[config.mk]
export PLATFORM = sky130hd
export DESIGN_NAME = hps_ioctl_bridge
export DESIGN_NICKNAME = d
export VERILOG_FILES = /design/src/rtl/hps_ioctl_bridge.sv
export SDC_FILE = /design/constraint.sdc
export NUM_CORES = 1
export LEC_CHECK = 0
export CAP_MARGIN = 20
export CORE_MARGIN = 4
export CORE_UTILIZATION = 35
export CTS_CLUSTER_DIAMETER = 80
export DETAILED_ROUTE_END_ITERATION = 10
export PLACE_DENSITY_LB_ADDON = 0.15
export SLEW_MARGIN = 20
export SYNTH_ARGS = -nofsm -noshare
export SYNTH_HDL_FRONTEND = slang
export SYNTH_SLANG_ARGS = --single-unit
export TNS_END_PERCENT = 10
[constraint.sdc]
create_clock -name clk_sys -period 1.95 [get_ports clk_sys]
set_clock_uncertainty 0.1 [all_clocks]
set_input_delay 0.39 -clock clk_sys [delete_from_list [all_inputs] [get_ports clk_sys]]
set_output_delay 0.39 -clock clk_sys [all_outputs]
set_load 0.1 [all_outputs]
[src/rtl/hps_ioctl_bridge.sv]
// Bridge from the HPS ioctl word port to NUM_CH byte-wide memory targets.
// Optional per-byte ack timeout is enabled with `define HPS_IOCTL_TIMEOUT_EN.
module hps_ioctl_bridge #(
    parameter int NUM_CH  = 4,
    parameter int ADDR_W  = 24,
    parameter int TIMEOUT = 1023
) (
    input  logic                  clk_sys,
    input  logic                  reset_n,
    input  logic                  ioctl_download,
    input  logic                  ioctl_upload,
    input  logic [7:0]            ioctl_index,
    input  logic                  ioctl_wr,
    input  logic                  ioctl_rd,
    input  logic [24:0]           ioctl_addr,
    input  logic [15:0]           ioctl_dout,
    output logic [15:0]           ioctl_din,
    output logic                  ioctl_wait,
    output logic [NUM_CH-1:0]     mem_req,
    output logic                  mem_we,
    output logic [ADDR_W-1:0]     mem_addr,
    output logic [7:0]            mem_wdata,
    input  logic [NUM_CH-1:0]     mem_ack,
    input  logic [NUM_CH*8-1:0]   mem_rdata,
    output logic                  xfer_done,
    output logic                  err_timeout
);

    localparam int CH_W = (NUM_CH > 1) ? $clog2(NUM_CH) : 1;
    localparam logic [ADDR_W-1:0] A_ONE = ADDR_W'(1);

    typedef enum logic [1:0] {
        IDLE = 2'd0,
        LO   = 2'd1,
        HI   = 2'd2,
        FIN  = 2'd3
    } state_t;

    function automatic logic [NUM_CH-1:0] ch_onehot(input logic [CH_W-1:0] c);
        logic [NUM_CH-1:0] oh;
        oh = {NUM_CH{1'b0}};
        for (int i = 0; i < NUM_CH; i++) begin
            oh[i] = (c == CH_W'(i));
        end
        return oh;
    endfunction

    state_t              state_r, state_n_s;
    logic [NUM_CH-1:0]   mem_req_r, req_n_s;
    logic                mem_we_r, we_n_s;
    logic [ADDR_W-1:0]   mem_addr_r, addr_n_s;
    logic [7:0]          mem_wdata_r, wdata_n_s;
    logic                ioctl_wait_r, wait_n_s;
    logic [15:0]         ioctl_din_r;
    logic [7:0]          wdata_hi_r;
    logic [7:0]          rd_lo_r, rd_hi_r;
    logic                dl_d_r, ul_d_r, xfer_done_r;

    logic [CH_W-1:0]     ch_sel_s;
    logic                ch_ok_s, start_wr_s, start_rd_s, start_s;
    logic                ack_s, tmo_s, byte_done_s, busy_s;
    logic [7:0]          rdata_s, byte_in_s;
    logic                unused_s;

    assign ch_sel_s    = ioctl_index[CH_W-1:0];
    assign ch_ok_s     = (32'(ch_sel_s) < 32'(NUM_CH));
    assign start_wr_s  = ioctl_wr & ioctl_download & ch_ok_s;
    assign start_rd_s  = ioctl_rd & ~ioctl_wr & ioctl_upload & ch_ok_s;
    assign start_s     = start_wr_s | start_rd_s;
    assign busy_s      = (state_r == LO) || (state_r == HI);
    // mem_req_r is one-hot on the active channel, so this also masks stray acks
    assign ack_s       = busy_s & (|(mem_ack & mem_req_r));
    assign byte_done_s = ack_s | tmo_s;
    assign byte_in_s   = ack_s ? rdata_s : 8'hFF;
    assign unused_s    = &{1'b0, ioctl_index, ioctl_addr, 32'(TIMEOUT)};

    // Read-data mux selected by the active request line
    always_comb begin
        rdata_s = 8'h00;
        for (int i = 0; i < NUM_CH; i++) begin
            if (mem_req_r[i]) begin
                rdata_s = rdata_s | mem_rdata[i*8 +: 8];
            end else begin
                rdata_s = rdata_s;
            end
        end
    end

    // Next-state and next-output logic for the byte-split FSM
    always_comb begin
        state_n_s = state_r;
        req_n_s   = mem_req_r;
        we_n_s    = mem_we_r;
        addr_n_s  = mem_addr_r;
        wdata_n_s = mem_wdata_r;
        case (state_r)
            IDLE: begin
                if (start_s) begin
                    state_n_s = LO;
                    req_n_s   = ch_onehot(ch_sel_s);
                    we_n_s    = start_wr_s;
                    addr_n_s  = ioctl_addr[ADDR_W-1:0] & ~A_ONE;
                    wdata_n_s = ioctl_dout[7:0];
                end else begin
                    state_n_s = IDLE;
                end
            end
            LO: begin
                if (byte_done_s) begin
                    state_n_s = HI;
                    addr_n_s  = mem_addr_r | A_ONE;
                    wdata_n_s = wdata_hi_r;
                end else begin
                    state_n_s = LO;
                end
            end
            HI: begin
                if (byte_done_s) begin
                    state_n_s = FIN;
                    req_n_s   = {NUM_CH{1'b0}};
                end else begin
                    state_n_s = HI;
                end
            end
            FIN: begin
                state_n_s = IDLE;
            end
            default: begin
                state_n_s = IDLE;
                req_n_s   = {NUM_CH{1'b0}};
            end
        endcase
        wait_n_s = (state_n_s != IDLE);
    end

    // State and registered memory-side outputs
    always_ff @(posedge clk_sys or negedge reset_n) begin
        if (!reset_n) begin
            state_r      <= IDLE;
            mem_req_r    <= {NUM_CH{1'b0}};
            mem_we_r     <= 1'b0;
            mem_addr_r   <= {ADDR_W{1'b0}};
            mem_wdata_r  <= 8'h00;
            ioctl_wait_r <= 1'b0;
        end else begin
            state_r      <= state_n_s;
            mem_req_r    <= req_n_s;
            mem_we_r     <= we_n_s;
            mem_addr_r   <= addr_n_s;
            mem_wdata_r  <= wdata_n_s;
            ioctl_wait_r <= wait_n_s;
        end
    end

    // Write high byte latch, read byte capture and read word assembly
    always_ff @(posedge clk_sys or negedge reset_n) begin
        if (!reset_n) begin
            wdata_hi_r  <= 8'h00;
            rd_lo_r     <= 8'h00;
            rd_hi_r     <= 8'h00;
            ioctl_din_r <= 16'h0000;
        end else begin
            if (state_r == IDLE && start_s) begin
                wdata_hi_r <= ioctl_dout[15:8];
            end
            if (state_r == LO && byte_done_s && !mem_we_r) begin
                rd_lo_r <= byte_in_s;
            end
            if (state_r == HI && byte_done_s && !mem_we_r) begin
                rd_hi_r <= byte_in_s;
            end
            if (state_r == FIN && !mem_we_r) begin
                ioctl_din_r <= {rd_hi_r, rd_lo_r};
            end
        end
    end

    // Direction-flag edge detection for the completion pulse
    always_ff @(posedge clk_sys or negedge reset_n) begin
        if (!reset_n) begin
            dl_d_r      <= 1'b0;
            ul_d_r      <= 1'b0;
            xfer_done_r <= 1'b0;
        end else begin
            dl_d_r      <= ioctl_download;
            ul_d_r      <= ioctl_upload;
            xfer_done_r <= (dl_d_r & ~ioctl_download) | (ul_d_r & ~ioctl_upload);
        end
    end

`ifdef HPS_IOCTL_TIMEOUT_EN
    localparam int CNT_W = (TIMEOUT > 1) ? $clog2(TIMEOUT) : 1;

    logic [CNT_W-1:0] tmo_cnt_r;
    logic             err_timeout_r;
    logic             rise_s;

    assign rise_s = (ioctl_download & ~dl_d_r) | (ioctl_upload & ~ul_d_r);
    // Counter value TIMEOUT-1 means the request has been up TIMEOUT cycles
    assign tmo_s  = busy_s & ~ack_s & (tmo_cnt_r == CNT_W'(TIMEOUT - 1));

    // Per-byte wait counter, restarted on every state change
    always_ff @(posedge clk_sys or negedge reset_n) begin
        if (!reset_n) begin
            tmo_cnt_r <= {CNT_W{1'b0}};
        end else if (state_n_s != state_r) begin
            tmo_cnt_r <= {CNT_W{1'b0}};
        end else if (busy_s) begin
            tmo_cnt_r <= tmo_cnt_r + CNT_W'(1);
        end else begin
            tmo_cnt_r <= {CNT_W{1'b0}};
        end
    end

    // Sticky timeout flag, cleared when a new transfer session opens
    always_ff @(posedge clk_sys or negedge reset_n) begin
        if (!reset_n) begin
            err_timeout_r <= 1'b0;
        end else if (tmo_s) begin
            err_timeout_r <= 1'b1;
        end else if (rise_s) begin
            err_timeout_r <= 1'b0;
        end else begin
            err_timeout_r <= err_timeout_r;
        end
    end

    assign err_timeout = err_timeout_r;
`else
    assign tmo_s       = 1'b0;
    assign err_timeout = 1'b0;
`endif

    assign ioctl_din  = ioctl_din_r;
    assign ioctl_wait = ioctl_wait_r;
    assign mem_req    = mem_req_r;
    assign mem_we     = mem_we_r;
    assign mem_addr   = mem_addr_r;
    assign mem_wdata  = mem_wdata_r;
    assign xfer_done  = xfer_done_r;

endmodule

==> metrics.cfg <==
[critical_path]
worst_setup_path_start_kind = register
arrival_ns = 2.01
r2r_setup_slack_ns = 0.07
endpoint_kind = register
r2r-end = mem_wdata[1]
worstPathMaxFanout = 8
worstPathCellList = inv_1, ha_1, or3b_4, o21ai_4, mux2_4
cp_slowest_cell = dfrtp_1
required_ns = 2.07
slowest_delay_ns = 0.43
rr_worst_depth = 5
r2r_start = state_r[0]
crit_type = reg -> reg

[final_layout]
final-seq-area_um2 = 2090
drive_above_1_share_pct = 34.2
num_antenna_cells = 0
final_design_area_no_fill_um2 = 6020
area_delta_synth_final_pct = 68.4
utilization_pct = 61.0
fill_cells = 767
multi_input_area_um2 = 1420
finalNetCount = 497

[clock_tree]
clock_latency_ns = 0.34
cts_buffers = 9
htree_levels = 3
clockRootBuffer = clkbuf_8
clock_sinks = 83
post_cts.repair.setup_buffers = 0
path_clk_slew_ns = 0.08
clock_path_buffers = 2
tritoncts = done

[synthesis]
async_flop_share_pct = 100
yosys-top-cells-area = dfrtp_1 (58%), mux2_1 (14%), mux2_2 (8.5%)
syn_nets = 340
yosys.area.top_type = dfrtp_1
syn_area_um2 = 3570
ys.flop_type = dfrtp_1
netlist_instances = 245
synth_cell_types = 36
seq_area_frac_synth_pct = 58.1
synth_edf_count = 0
avgSynthCellArea_um2 = 14.6
synth_seq_cells = 83
synth-warning-count = 0
yosysTopAreaCellShare_pct = 58.1

[drt]
wl_per_cell_um = 16.2
route.detailed.drc = 0
drt-initial-drc-count = 100
wirelength_um = 8740
drt.antenna.violating_nets = 0
via_per_inst = 4.68
dr_total_vias = 2528
first_pass_iters = 4

[floorplanning]
die_x_um = 109
die_h_um = 109
io_pins = 147
die-area_um2 = 11900
num_rows = 36
coreArea_um2 = 9860
start_util_pct = 36.2

[grt]
antenna_found_initial = 0
grt_pass1_wl_um = 14200
grtUsageTotal_pct = 15.7
grt_pass1_vias = 2793
grt_max_degree = 40
gr-total-overflow = 0

[place]
post_dp_cell_area_um2 = 5780
port_buffers = 137
dp_hpwl_um = 6880
place_ws_ns = -0.286
gp_congestion = 0.728

[timing]
worst_slack_ns = 0.0669
rsz0062_at_grt = true
max_freq_mhz = 531
min_period_over_period_pct = 96.6
period_needed_ns = 1.88
tns_ns = 0
hold_viol = 0
setup_viol = 0
slew_violations = 0

[status]
status = finished, final reports clean

[pwr]
pwr_density_cell_nw_per_um2 = 1920
leakagePower_nw = 2.76
ir_worst_vdd_mv = 1.27

[run]
drv_cap = 0

[worst_hold_path]
hold_path_class = in -> async

==> metal layers <==
layer  routed length (µm)  vias to the layer above  GRT usage [%]
met4                  221                        0           7.48
met1                 3670                     1242           19.8
met3                  486                       15           3.85
met5                    0                        -              0
li1                     -                     1187              -
met2                 4360                       84           25.3
==> timing repair <==
item	in CTS	in global routing
endpoints found under the setup margin	0	16
gates resized for setup	0	3
hold buffers	1	0
endpoints found under the hold margin	25	0
==> critical path, delay by kind of cell, from the launching register on <==
| kind | cells | cell delay (ns) |
|---|---|---|
| AOI/OAI and AO/OA | 1 | 0.18 |
| muxes | 1 | 0.34 |
| buffers and inverters | 1 | 0.10 |
| adders and majority gates | 1 | 0.21 |
| DFF | 1 | 0.43 |
| and+or+nand+nor | 1 | 0.41 |
==> layout by cell type (no fill, tap or decap), drive strengths merged, types with 2 or more instances in the layout <==
master,synthesis,final
buf,11,76
a21oi,3,3
inv,8,8
bufinv,0,2
o21ai,5,5
ha,4,4
mux2,79,79
o2bb2ai,4,4
nand3b,3,3
a22oi,18,18
nand2,11,11
clkbuf,1,11
dfrtp,83,83
clkinv,0,2
nor2b,2,2
clkdlybuf4s50,0,81
==> cells in the mapped netlist, drive strengths merged, types with 2 or more instances <==
cell     instances
ha               4
nand2           11
nor2b            2
mux2            79
o21ai            5
a22oi           18
buf             11
o2bb2ai          4
nand3b           3
inv              8
dfrtp           83
a21oi            3
==> cell type report <==
class / instances / share of cell area [%]
Clock buffer: 11 / 2.18
Tap cell: 133 / 2.76
Clock inverter: 5 / 1.29
Inverter: 8 / 0.499
Sequential cell: 83 / 34.7
Multi-Input combinational cell: 142 / 23.6
Timing Repair Buffer: 158 / 35.0
==> metrics by stage <==
step	std cells	hold slack [ns]	power, W
after floorplan	245	-0.00559	0.00742
after global placement	523	0.224	0.0102
after detailed placement	523	0.226	0.0103
after CTS	540	0.385	0.0117
after global routing	540	0.412	0.0121
final	540	0.383	0.0116
==> how the worst max path moves through the flow <==
stage                            start           end  depth (start not counted)  slack [ns]
after floorplan             mem_req[2]  mem_wdata[0]                          5       -0.09
after global placement        ioctl_wr  mem_wdata[2]                          5       -0.28
after detailed placement  ioctl_upload  mem_wdata[1]                          5       -0.29
after CTS                   state_r[0]  mem_wdata[1]                          5        0.03
after global routing        state_r[1]  mem_wdata[1]                          5       -0.02
final                       state_r[0]  mem_wdata[1]                          5        0.07
==> flip-flops by register name, indices dropped and copies added (netlist names) <==
| register | flops |
|---|---|
| mem_req | 4 |
| ioctl_din | 16 |
| wdata_hi_r | 8 |
| ioctl_wait | 1 |
| dl_d_r | 1 |
| rd_lo_r | 8 |
| mem_wdata | 8 |
| mem_addr | 24 |
| ul_d_r | 1 |
| xfer_done | 1 |
| rd_hi_r | 8 |
| state_r | 2 |
| mem_we | 1 |
==> cells by family after synthesis <==
family                     Yosys count  share of synthesized area [%]
other                                1                          0.105
buffers and inverters               20                           2.70
DFF                                 83                           58.1
adders and majority gates            4                           1.40
AOI/OAI and AO/OA                   35                           8.19
muxes                               80                           26.0
and+or+nand+nor                     22                           3.50
==> power by group <==
group | switching (W) | internal (W) | leakage (nW)
Sequential | 0.000601 | 0.00241 | 1.04
Clock | 0.000592 | 0.000718 | 0.103
Combinational | 0.00437 | 0.00287 | 1.62
No activity file was read; power rests on OpenSTA's default activity.
